<file path="config.mk">
export PLATFORM = sky130hd
export DESIGN_NAME = multicycle_control
export DESIGN_NICKNAME = d
export VERILOG_FILES = /design/src/rtl/multicycle_control.sv
export SDC_FILE = /design/constraint.sdc
export NUM_CORES = 1
export LEC_CHECK = 0
export BUFFER_PORTS_ARGS = -buffer_cell sky130_fd_sc_hd__buf_2
export CAP_MARGIN = 20
export CORE_UTILIZATION = 25
export CTS_CLUSTER_DIAMETER = 150
export CTS_CLUSTER_SIZE = 30
export DETAILED_ROUTE_END_ITERATION = 8
export PLACE_DENSITY_LB_ADDON = 0.05
export SLEW_MARGIN = 20
export SYNTH_ARGS = -nofsm -noshare
export SYNTH_HDL_FRONTEND = slang
export SYNTH_SLANG_ARGS = --single-unit
</file>
<file path="constraint.sdc">
create_clock -name i_Clk -period 2.5 [get_ports i_Clk]
set_clock_uncertainty 0.1 [all_clocks]
set_input_delay 0.375 -clock i_Clk [delete_from_list [all_inputs] [get_ports i_Clk]]
set_output_delay 0.375 -clock i_Clk [all_outputs]
set_load 0.05 [all_outputs]
</file>
<file path="src/rtl/multicycle_control.sv">
// -----------------------------------------------------------------------------
// multicycle_control
//
// Multi-cycle control unit for the MIPS core. Each instruction is walked
// through FETCH / DECODE / (MEMADR, MEMRD, MEMWB, MEMWR, EXEC, RWB, BRANCH,
// JUMP, ADDIEX, ADDIWB) so the datapath can share one ALU and one memory port.
// Memory accesses stall on i_MemReady. A memory access that waits too long
// traps into a sticky FAULT state. An unsupported opcode raises a one-cycle
// o_Illegal pulse and restarts at FETCH. Every completed instruction
// increments a wrapping retired-instruction counter.
//
// Parameters
//   CNT_W        width of the retired-instruction counter
//   MEM_TIMEOUT  maximum consecutive wait cycles per memory access (0 = off)
//
// Ports
//   i_Clk, i_Rst_n         clock, asynchronous active-low reset
//   i_Opcode               instruction[31:26], sampled in DECODE
//   i_Zero                 ALU zero flag (branch resolution)
//   i_MemReady             memory completes the current request this cycle
//   o_MemReq/o_MemWrite    memory request / write strobe
//   o_IorD                 memory address select (0 = PC, 1 = ALUOut)
//   o_IRWrite, o_PCWrite   instruction register / PC load enables
//   o_PCSrc                PC source (00 ALU, 01 ALUOut, 10 jump)
//   o_ALUSrcA/B, o_ALUOp   ALU operand and operation selects
//   o_RegWrite/RegDst/MemtoReg  register-file write controls
//   o_State                current state code (registered)
//   o_Retired              retired-instruction count (registered)
//   o_Illegal              one-cycle pulse on an unsupported opcode
//   o_Fault                sticky memory-timeout flag (registered)
// -----------------------------------------------------------------------------
module multicycle_control #(
  parameter int CNT_W       = 32,
  parameter int MEM_TIMEOUT = 16
) (
  input  logic             i_Clk,
  input  logic             i_Rst_n,
  input  logic [5:0]       i_Opcode,
  input  logic             i_Zero,
  input  logic             i_MemReady,
  output logic             o_MemReq,
  output logic             o_MemWrite,
  output logic             o_IorD,
  output logic             o_IRWrite,
  output logic             o_PCWrite,
  output logic [1:0]       o_PCSrc,
  output logic             o_ALUSrcA,
  output logic [1:0]       o_ALUSrcB,
  output logic [1:0]       o_ALUOp,
  output logic             o_RegWrite,
  output logic             o_RegDst,
  output logic             o_MemtoReg,
  output logic [3:0]       o_State,
  output logic [CNT_W-1:0] o_Retired,
  output logic             o_Illegal,
  output logic             o_Fault
);

  typedef enum logic [3:0] {
    S_FETCH  = 4'd0,
    S_DECODE = 4'd1,
    S_MEMADR = 4'd2,
    S_MEMRD  = 4'd3,
    S_MEMWB  = 4'd4,
    S_MEMWR  = 4'd5,
    S_EXEC   = 4'd6,
    S_RWB    = 4'd7,
    S_BRANCH = 4'd8,
    S_JUMP   = 4'd9,
    S_ADDIEX = 4'd10,
    S_ADDIWB = 4'd11,
    S_FAULT  = 4'd15
  } state_e;

  localparam logic [5:0] OP_RTYPE = 6'h00;
  localparam logic [5:0] OP_LW    = 6'h23;
  localparam logic [5:0] OP_SW    = 6'h2B;
  localparam logic [5:0] OP_BEQ   = 6'h04;
  localparam logic [5:0] OP_BNE   = 6'h05;
  localparam logic [5:0] OP_J     = 6'h02;
  localparam logic [5:0] OP_ADDI  = 6'h08;

  // The wait counter only has to reach MEM_TIMEOUT-1 before the trap fires.
  localparam int WAIT_W = (MEM_TIMEOUT > 1) ? $clog2(MEM_TIMEOUT) : 1;
  localparam logic [WAIT_W-1:0] WAIT_LAST =
    (MEM_TIMEOUT > 0) ? WAIT_W'(MEM_TIMEOUT - 1) : '0;

  // Registered state
  state_e             state_q, state_d;
  logic [5:0]         opcode_q, opcode_d;
  logic [WAIT_W-1:0]  wait_q, wait_d;
  logic [CNT_W-1:0]   retired_q, retired_d;
  logic               fault_q, fault_d;

  // Decoded (ungated) controls
  state_e             state_nxt_s;
  logic               mem_req_s;
  logic               mem_write_s;
  logic               iord_s;
  logic               ir_write_s;
  logic               pc_write_s;
  logic [1:0]         pc_src_s;
  logic               alu_src_a_s;
  logic [1:0]         alu_src_b_s;
  logic [1:0]         alu_op_s;
  logic               reg_write_s;
  logic               reg_dst_s;
  logic               mem_to_reg_s;
  logic               illegal_s;
  logic               timeout_s;
  logic               retire_s;

  // State decode: control outputs and the normal next state
  always_comb begin
    state_nxt_s  = state_q;
    opcode_d     = opcode_q;
    mem_req_s    = 1'b0;
    mem_write_s  = 1'b0;
    iord_s       = 1'b0;
    ir_write_s   = 1'b0;
    pc_write_s   = 1'b0;
    pc_src_s     = 2'b00;
    alu_src_a_s  = 1'b0;
    alu_src_b_s  = 2'b00;
    alu_op_s     = 2'b00;
    reg_write_s  = 1'b0;
    reg_dst_s    = 1'b0;
    mem_to_reg_s = 1'b0;
    illegal_s    = 1'b0;

    case (state_q)
      S_FETCH: begin
        // PC + 4 is computed by the ALU while the instruction is read.
        mem_req_s   = 1'b1;
        alu_src_b_s = 2'b01;
        if (i_MemReady) begin
          ir_write_s  = 1'b1;
          pc_write_s  = 1'b1;
          state_nxt_s = S_DECODE;
        end else begin
          state_nxt_s = S_FETCH;
        end
      end
      S_DECODE: begin
        // Branch target is precomputed here into ALUOut.
        alu_src_b_s = 2'b11;
        opcode_d    = i_Opcode;
        case (i_Opcode)
          OP_RTYPE:     state_nxt_s = S_EXEC;
          OP_LW, OP_SW: state_nxt_s = S_MEMADR;
          OP_BEQ, OP_BNE: state_nxt_s = S_BRANCH;
          OP_J:         state_nxt_s = S_JUMP;
          OP_ADDI:      state_nxt_s = S_ADDIEX;
          default: begin
            illegal_s   = 1'b1;
            state_nxt_s = S_FETCH;
          end
        endcase
      end
      S_MEMADR: begin
        alu_src_a_s = 1'b1;
        alu_src_b_s = 2'b10;
        if (opcode_q == OP_SW) begin
          state_nxt_s = S_MEMWR;
        end else begin
          state_nxt_s = S_MEMRD;
        end
      end
      S_MEMRD: begin
        mem_req_s = 1'b1;
        iord_s    = 1'b1;
        if (i_MemReady) begin
          state_nxt_s = S_MEMWB;
        end else begin
          state_nxt_s = S_MEMRD;
        end
      end
      S_MEMWB: begin
        reg_write_s  = 1'b1;
        mem_to_reg_s = 1'b1;
        state_nxt_s  = S_FETCH;
      end
      S_MEMWR: begin
        mem_req_s   = 1'b1;
        mem_write_s = 1'b1;
        iord_s      = 1'b1;
        if (i_MemReady) begin
          state_nxt_s = S_FETCH;
        end else begin
          state_nxt_s = S_MEMWR;
        end
      end
      S_EXEC: begin
        alu_src_a_s = 1'b1;
        alu_op_s    = 2'b10;
        state_nxt_s = S_RWB;
      end
      S_RWB: begin
        reg_write_s = 1'b1;
        reg_dst_s   = 1'b1;
        state_nxt_s = S_FETCH;
      end
      S_BRANCH: begin
        // Uses the opcode captured in DECODE; i_Opcode may have moved on.
        alu_src_a_s = 1'b1;
        alu_op_s    = 2'b01;
        pc_src_s    = 2'b01;
        pc_write_s  = ((opcode_q == OP_BEQ) &  i_Zero) |
                      ((opcode_q == OP_BNE) & ~i_Zero);
        state_nxt_s = S_FETCH;
      end
      S_JUMP: begin
        pc_src_s    = 2'b10;
        pc_write_s  = 1'b1;
        state_nxt_s = S_FETCH;
      end
      S_ADDIEX: begin
        alu_src_a_s = 1'b1;
        alu_src_b_s = 2'b10;
        state_nxt_s = S_ADDIWB;
      end
      S_ADDIWB: begin
        reg_write_s = 1'b1;
        state_nxt_s = S_FETCH;
      end
      S_FAULT: begin
        state_nxt_s = S_FAULT;
      end
      default: begin
        state_nxt_s = S_FETCH;
      end
    endcase
  end

  // Timeout fires on the MEM_TIMEOUT-th consecutive unanswered request cycle;
  // a ready arriving on that same cycle still wins.
  assign timeout_s = (MEM_TIMEOUT != 0) && mem_req_s && !i_MemReady &&
                     (wait_q == WAIT_LAST);
  assign state_d   = timeout_s ? S_FAULT : state_nxt_s;
  assign wait_d    = (mem_req_s && !i_MemReady && !timeout_s && (MEM_TIMEOUT != 0))
                     ? (wait_q + WAIT_W'(1)) : '0;
  assign fault_d   = fault_q | timeout_s;

  // Only completed instructions retire; illegal restarts come from DECODE.
  assign retire_s  = (state_d == S_FETCH) &&
                     (state_q inside {S_MEMWB, S_MEMWR, S_RWB, S_BRANCH, S_JUMP, S_ADDIWB});
  assign retired_d = retire_s ? (retired_q + CNT_W'(1)) : retired_q;

  // State, latched opcode, wait counter, retire counter and fault flag
  always_ff @(posedge i_Clk or negedge i_Rst_n) begin
    if (!i_Rst_n) begin
      state_q   <= S_FETCH;
      opcode_q  <= 6'h00;
      wait_q    <= '0;
      retired_q <= '0;
      fault_q   <= 1'b0;
    end else begin
      state_q   <= state_d;
      opcode_q  <= opcode_d;
      wait_q    <= wait_d;
      retired_q <= retired_d;
      fault_q   <= fault_d;
    end
  end

  // Controls are forced low while reset is held, even though the state
  // register already reads FETCH (which would otherwise request memory).
  assign o_MemReq   = mem_req_s    & i_Rst_n;
  assign o_MemWrite = mem_write_s  & i_Rst_n;
  assign o_IorD     = iord_s       & i_Rst_n;
  assign o_IRWrite  = ir_write_s   & i_Rst_n;
  assign o_PCWrite  = pc_write_s   & i_Rst_n;
  assign o_PCSrc    = pc_src_s     & {2{i_Rst_n}};
  assign o_ALUSrcA  = alu_src_a_s  & i_Rst_n;
  assign o_ALUSrcB  = alu_src_b_s  & {2{i_Rst_n}};
  assign o_ALUOp    = alu_op_s     & {2{i_Rst_n}};
  assign o_RegWrite = reg_write_s  & i_Rst_n;
  assign o_RegDst   = reg_dst_s    & i_Rst_n;
  assign o_MemtoReg = mem_to_reg_s & i_Rst_n;
  assign o_Illegal  = illegal_s    & i_Rst_n;

  assign o_State    = state_q;
  assign o_Retired  = retired_q;
  assign o_Fault    = fault_q;

endmodule

</file>
==> impl_metrics.env, run 1 <==
export IMPL_dp_cells=463
export IMPL_synth_area_per_cell_um2=9.76
export IMPL_drc=0
export IMPL_path_max_fanout=14
export IMPL_finalPower_mw=2.62
export IMPL_synth_async_reset_ratio_pct=100
export IMPL_wl_met1_mm=3.47
export IMPL_setup_viol=0
export IMPL_io_pins=63
export IMPL_hold_class="input port to async pin"
export IMPL_cts_made_buffers=5
export IMPL_antenna_cells=0
export IMPL_gp_congestion=0.761
export IMPL_cts_tree="built"
export IMPL_rows=36
export IMPL_synth_cell_types=50
export IMPL_grt_usage_pct=13.3
export IMPL_final_cell_area_mm2=0.00328
export IMPL_synth_top_area_share_pct=45.5
export IMPL_yosysSeqAreaShare_pct=45.5
export IMPL_wirelength_mm=6.85
export IMPL_synth_nets=277
export IMPL_rsz0062_at_grt="no"
export IMPL_worst_setup_path_start_kind="register"
export IMPL_overflow=0
export IMPL_ant_nets=0
export IMPL_ir_worst_vdd_uv=280
export IMPL_drtPass1Iterations=4
export IMPL_drive_above_1_share_pct=32.7
export IMPL_worstSetupPathType="register to output port"
export IMPL_die_y_um=104
export IMPL_initialDrtViolationCount=72
export IMPL_synth_area_mm2=0.00259
export IMPL_htreeDepth=2
export IMPL_whs_ns=0.0210
export IMPL_die_area_mm2=0.0108
export IMPL_fp_dieW_um=104
export IMPL_synth_edff_count=0
export IMPL_clkSlewWorstSetupHoldPaths_ns=0.10
export IMPL_relSlewSlack_pct=69.2
export IMPL_worstSkewPairLatency_ns=0.31
export IMPL_fin_cells=472
export IMPL_synth_seq_cells=47
export IMPL_grt_max_degree=28
export IMPL_critPathArrivalTime_ns=1.90
export IMPL_nets=350
export IMPL_met2_wirelength_mm=3.09
export IMPL_netlist_instances=265
export IMPL_synthTopCellsByArea="dfrtp_1, xor2_1, xnor2_1, nor2_1, nand2_1"
export IMPL_start_util_pct=26.1
export IMPL_p_leak_nw=1.58
export IMPL_drt_wirelength_per_cell_um=14.5
export IMPL_maxCapViolCount=0
export IMPL_critPathCaptureType="output port"
export IMPL_antenna_found_initial=0
export IMPL_grt_pass1_vias=2138
export IMPL_finalCriticalPeriod_ns=2.38
export IMPL_cts_root_buffer="clkbuf_8"
export IMPL_outcome="finished clean"
export IMPL_drv_slew=0
export IMPL_powerDensity_mw_per_mm2=799
export IMPL_cts_sinks=47
export IMPL_finalCritPeriodShare_pct=95.1
export IMPL_area_growth_pct=26.9
export IMPL_cts_max_path_buffers=2
export IMPL_synthFlopType="dfrtp_1"
export IMPL_vias_per_cell=4.53
export IMPL_portBuffers=62
export IMPL_grt_pass1_wl_mm=11.4
export IMPL_yosysWarnings=0
export IMPL_met3WireLength_um=200
export IMPL_worstPathRequired_ns=2.03
export IMPL_dr_total_vias=2139
export IMPL_place_area_mm2=0.00315
export IMPL_core_area_mm2=0.00991
export IMPL_synth_top_cell_by_area="dfrtp_1"
export IMPL_hpwl_mm=5.07
export IMPL_timing_fmax_ghz=0.421
export IMPL_final_util_pct=33.1
export IMPL_highest_layer="met4"
export IMPL_hold_viol=0
export IMPL_worst_slew_pin_slew_ns=0.450
-- sequential cells by signal, summed over array words and instances (netlist names) --
| signal | flops |
|---|---|
| wait_q | 4 |
| o_State | 4 |
| o_Retired | 32 |
| o_Fault | 1 |
| opcode_q | 6 |
-- area by class of cell --
type	instances	area, um^2
fill	1081	6630
multi-input combinational	201	1380
sequential	47	1180
timing repair buffer	74	405
tap	133	166
clock buffer	5	68.8
clock inverter	3	46.3
inverter	9	33.8
-- cells in the mapped netlist (2+ instances only) --
| cell type | number |
|---|---|
| dfrtp_1 | 47 |
| nor2_1 | 34 |
| nand2_1 | 27 |
| nor3_1 | 19 |
| xor2_1 | 19 |
| xnor2_1 | 18 |
| nand3_1 | 10 |
| inv_1 | 9 |
| nand4_1 | 8 |
| mux2_2 | 7 |
| nor2b_1 | 5 |
| and3_1 | 4 |
| nand2b_1 | 4 |
| o21ai_0 | 4 |
| buf_2 | 3 |
| nor4_1 | 3 |
| a21oi_1 | 2 |
| clkbuf_1 | 2 |
| ha_1 | 2 |
| mux2i_1 | 2 |
| nor4_2 | 2 |
| nor4_4 | 2 |
| o22ai_1 | 2 |
| or2_2 | 2 |
| or3_1 | 2 |
| or4_1 | 2 |
-- worst max-delay path, cell delays in order (launching register included) --
cell and delay, ns:
dfrtp_2 0.52, or2_2 0.40, nor2_4 0.16, nand4b_1 0.13
o21ai_2 0.14, clkbuf_4 0.24
-- stage by stage --
step	setup slack [ns]	setup TNS, ns
final	0.123	0
after global routing	0.0171	0
after CTS	0.0218	0
after detailed placement	0.259	0
after global placement	0.260	0
after floorplan	-0.253	-0.298
-- repair_timing --
action,4_1_cts,5_1_grt
buffers inserted,0,0
endpoints found under the setup margin,1,4
gates resized for setup,1,4
hold buffers,1,0
hold endpoints to repair,3,0
-- power by group --
group / leakage, nW / internal, mW / switching (mW) / total, mW
logic: 0.930 / 0.351 / 0.650 / 1.00
registers: 0.593 / 0.876 / 0.155 / 1.03
clock network: 0.0548 / 0.302 / 0.290 / 0.592
-- layer usage --
layer	up-vias	global-route usage, %
met1	1038	19.1
met2	36	20.1
met5	-	0
li1	1058	-
met4	0	3.98
met3	7	2.33
-- cells by family after synthesis --
| family | after synthesis | share of synthesized area, % |
|---|---|---|
| mux | 9 | 3.82 |
| flops | 47 | 45.5 |
| compound gates | 19 | 5.27 |
| fa+ha+maj | 2 | 0.967 |
| simple gates | 134 | 28.9 |
| buf+inv | 17 | 3.05 |
| xor+xnor | 37 | 12.5 |
-- cells in the final DEF, fill, tap and decap left out, types with 5 or more instances in the layout --
cell	instances
xor2_1	19
inv_1	9
xnor2_1	18
nor2_1	32
buf_2	61
nor3_1	16
nand3_1	10
buf_4	11
nand2_1	27
dfrtp_1	45
mux2_2	7
clkbuf_8	5
nand4_1	8
-- final timing paths --
kind / from / slack [ns] / to / depth (start not counted)
worst min-delay path: i_Rst_n / 0.02 / opcode_q[4] / 2
worst max-delay path: o_State[0] / 0.12 / o_PCWrite / 5
worst min register to register: o_Retired[31] / 0.36 / o_Retired[31] / 1
worst max register to register: o_State[0] / 0.35 / o_Retired[13] / 5
max in group asynchronous: i_Rst_n / 1.61 / o_Retired[31] / 3
min in group i_Clk: i_Opcode[3] / 0.26 / opcode_q[3] / 2
(Power assumes the default switching activity.)
==> run 2: changes to the inputs <==
Settings changed: RECOVER_POWER from default to 100.
==> impl_metrics.env, run 2 (synthesis gave the netlist of run 1 again) <==
export IMPL_outcome="finished clean"
export IMPL_cts_max_path_buffers=2
export IMPL_worst_setup_path_start_kind="register"
export IMPL_cts_made_buffers=5
export IMPL_area_growth_pct=22.7
export IMPL_wirelength_mm=6.84
export IMPL_grt_usage_pct=13.3
export IMPL_timing_fmax_ghz=0.418
export IMPL_hold_viol=0
export IMPL_maxCapViolCount=0
export IMPL_final_common_cell="dfrtp_1"
export IMPL_fill_cells=1112
export IMPL_worst_slew_pin_slew_ns=0.728
export IMPL_gp_congestion=0.761
export IMPL_fin_cells=472
export IMPL_drtPass1Iterations=4
export IMPL_crit_path_cell_trace="or2_2 -> nor2_4 -> nand4b_1 -> o21ai_2 -> clkbuf_4"
export IMPL_largest_reg_flops=32
export IMPL_p_leak_nw=1.40
export IMPL_swShare_pct=42.3
export IMPL_critPathArrivalTime_ns=1.92
export IMPL_grt_max_degree=28
export IMPL_dp_cells=463
export IMPL_worstSkewPairLatency_ns=0.31
export IMPL_regArea_mm2=0.00118
export IMPL_portBuffers=62
export IMPL_post_cts_setup_buffers=0
export IMPL_drt_wirelength_per_cell_um=14.5
export IMPL_core_area_mm2=0.00991
export IMPL_worstSetupPathType="register to output port"
export IMPL_fp_dieW_um=104
export IMPL_power_frac_clock_pct=22.9
export IMPL_cts_root_buffer="clkbuf_8"
export IMPL_r2r_setup_slack_ns=0.24
export IMPL_critPathCaptureType="output port"
export IMPL_crit_reg2reg_capture="o_Retired[29]"
export IMPL_slowest_stage="dfrtp_2"
export IMPL_cts_sinks=47
export IMPL_relSlewSlack_pct=51.5
export IMPL_hold_class="input port to async pin"
export IMPL_place_area_mm2=0.00315
export IMPL_drc=0
export IMPL_seqPwrFrac_pct=39.9
export IMPL_comb_power_share_pct=37.2
export IMPL_p_int_mw=1.49
export IMPL_finalCriticalPeriod_ns=2.39
export IMPL_max_stage_delay_ns=0.52
export IMPL_cts_tree="built"
export IMPL_die_area_mm2=0.0108
export IMPL_nets=350
export IMPL_worstPathRequired_ns=2.03
export IMPL_final_cell_area_mm2=0.00317
export IMPL_p_switching_mw=1.09
export IMPL_io_pins=63
export IMPL_final_cell_mix="dfrtp_1, clkbuf_1, nor2_1"
export IMPL_hpwl_mm=5.07
export IMPL_antenna_cells=0
export IMPL_whs_ns=0.130
export IMPL_finalCritPeriodShare_pct=95.7
export IMPL_clkSlewWorstSetupHoldPaths_ns=0.10
export IMPL_die_y_um=104
export IMPL_grt_pass1_vias=2138
export IMPL_htreeDepth=2
export IMPL_crit_reg2reg_launch="o_State[1]"
export IMPL_start_util_pct=26.1
export IMPL_setup_tns_ns=0
export IMPL_path_max_fanout=14
export IMPL_antenna_found_initial=0
export IMPL_rows=36
export IMPL_ir_worst_vdd_uv=280
export IMPL_powerDensity_mw_per_mm2=815
export IMPL_final_util_pct=32.0
export IMPL_overflow=0
export IMPL_drive_above_1_share_pct=18.6
export IMPL_vias_per_cell=4.55
export IMPL_grt_pass1_wl_mm=11.4
export IMPL_dr_total_vias=2146
export IMPL_drv_slew=0
export IMPL_initialDrtViolationCount=57
export IMPL_ant_nets=0
export IMPL_setup_viol=0
export IMPL_rsz0062_at_grt="no"
export IMPL_multiInputGateArea_mm2=0.00134
export IMPL_rr_worst_depth=5
run 2: changes by cell type in the layout (fill, tap and decap cells not counted), moves of 2 or more:
cell	delta
clkbuf_2	+15
buf_2	-53
clkbuf_1	+42
nor4_1	+2
buf_4	-4
run 2: what timing repair did:
action | 4_1_cts | 5_1_grt
endpoints found under the setup margin | 1 | 4
hold buffers | 1 | 0
cloned | 0 | 0
endpoints found under the hold margin | 3 | 0
gates resized for setup | 1 | 4
run 2: layout make-up:
| class | instances | share of cell area, % |
|---|---|---|
| Clock buffer | 5 | 2.17 |
| Clock inverter | 3 | 1.46 |
| Inverter | 9 | 1.06 |
| Multi-Input combinational cell | 201 | 42.1 |
| Sequential cell | 47 | 37.1 |
| Tap cell | 133 | 5.24 |
| Timing Repair Buffer | 74 | 10.8 |
run 2: power by group through the flow:
stage	Sequential, mW	Clock, mW	Combinational, mW
after CTS	1.03	0.627	1.02
after detailed placement	1.04	0	1.01
final	1.03	0.594	0.962
after global routing	1.06	0.651	1.04
after global placement	1.04	0	1.02
after floorplan	1.15	0	0.624
run 2: routing by layer:
layer | global-route usage, % | up-vias | share of wire (%)
met5 | 0 | - | 0
li1 | - | 1060 | -
met1 | 19.1 | 1037 | 51
met4 | 3.98 | 0 | 1.2
met3 | 2.33 | 7 | 3.1
met2 | 20.1 | 42 | 45
run 2: worst max path at each step:
stage                    start  depth (start not counted)  slack, ns            end
floorplan           o_State[3]                          6      -0.25      o_PCWrite
global placement    o_State[0]                          5       0.26  o_Retired[11]
detailed placement  o_State[0]                          5       0.26  o_Retired[13]
CTS                 o_State[1]                          5       0.02      o_PCWrite
global route        o_State[2]                          6       0.02      o_PCWrite
finish              o_State[0]                          5       0.11      o_PCWrite
run 2: stage by stage:
stage / total power, mW / worst slack, ns
6_report: 2.59 / 0.107
5_1_grt: 2.74 / 0.0154
4_1_cts: 2.67 / 0.0218
3_5_place_dp: 2.05 / 0.259
3_3_place_gp: 2.06 / 0.260
2_1_floorplan: 1.78 / -0.253
run 2: worst max-delay path, delay by kind of cell (launching register included):
family / cells / cell delay (ns)
AO/OA/AOI/OAI: 1 / 0.14
AND/OR/NAND/NOR: 3 / 0.70
buffers and inverters: 1 / 0.24
flip-flops: 1 / 0.52
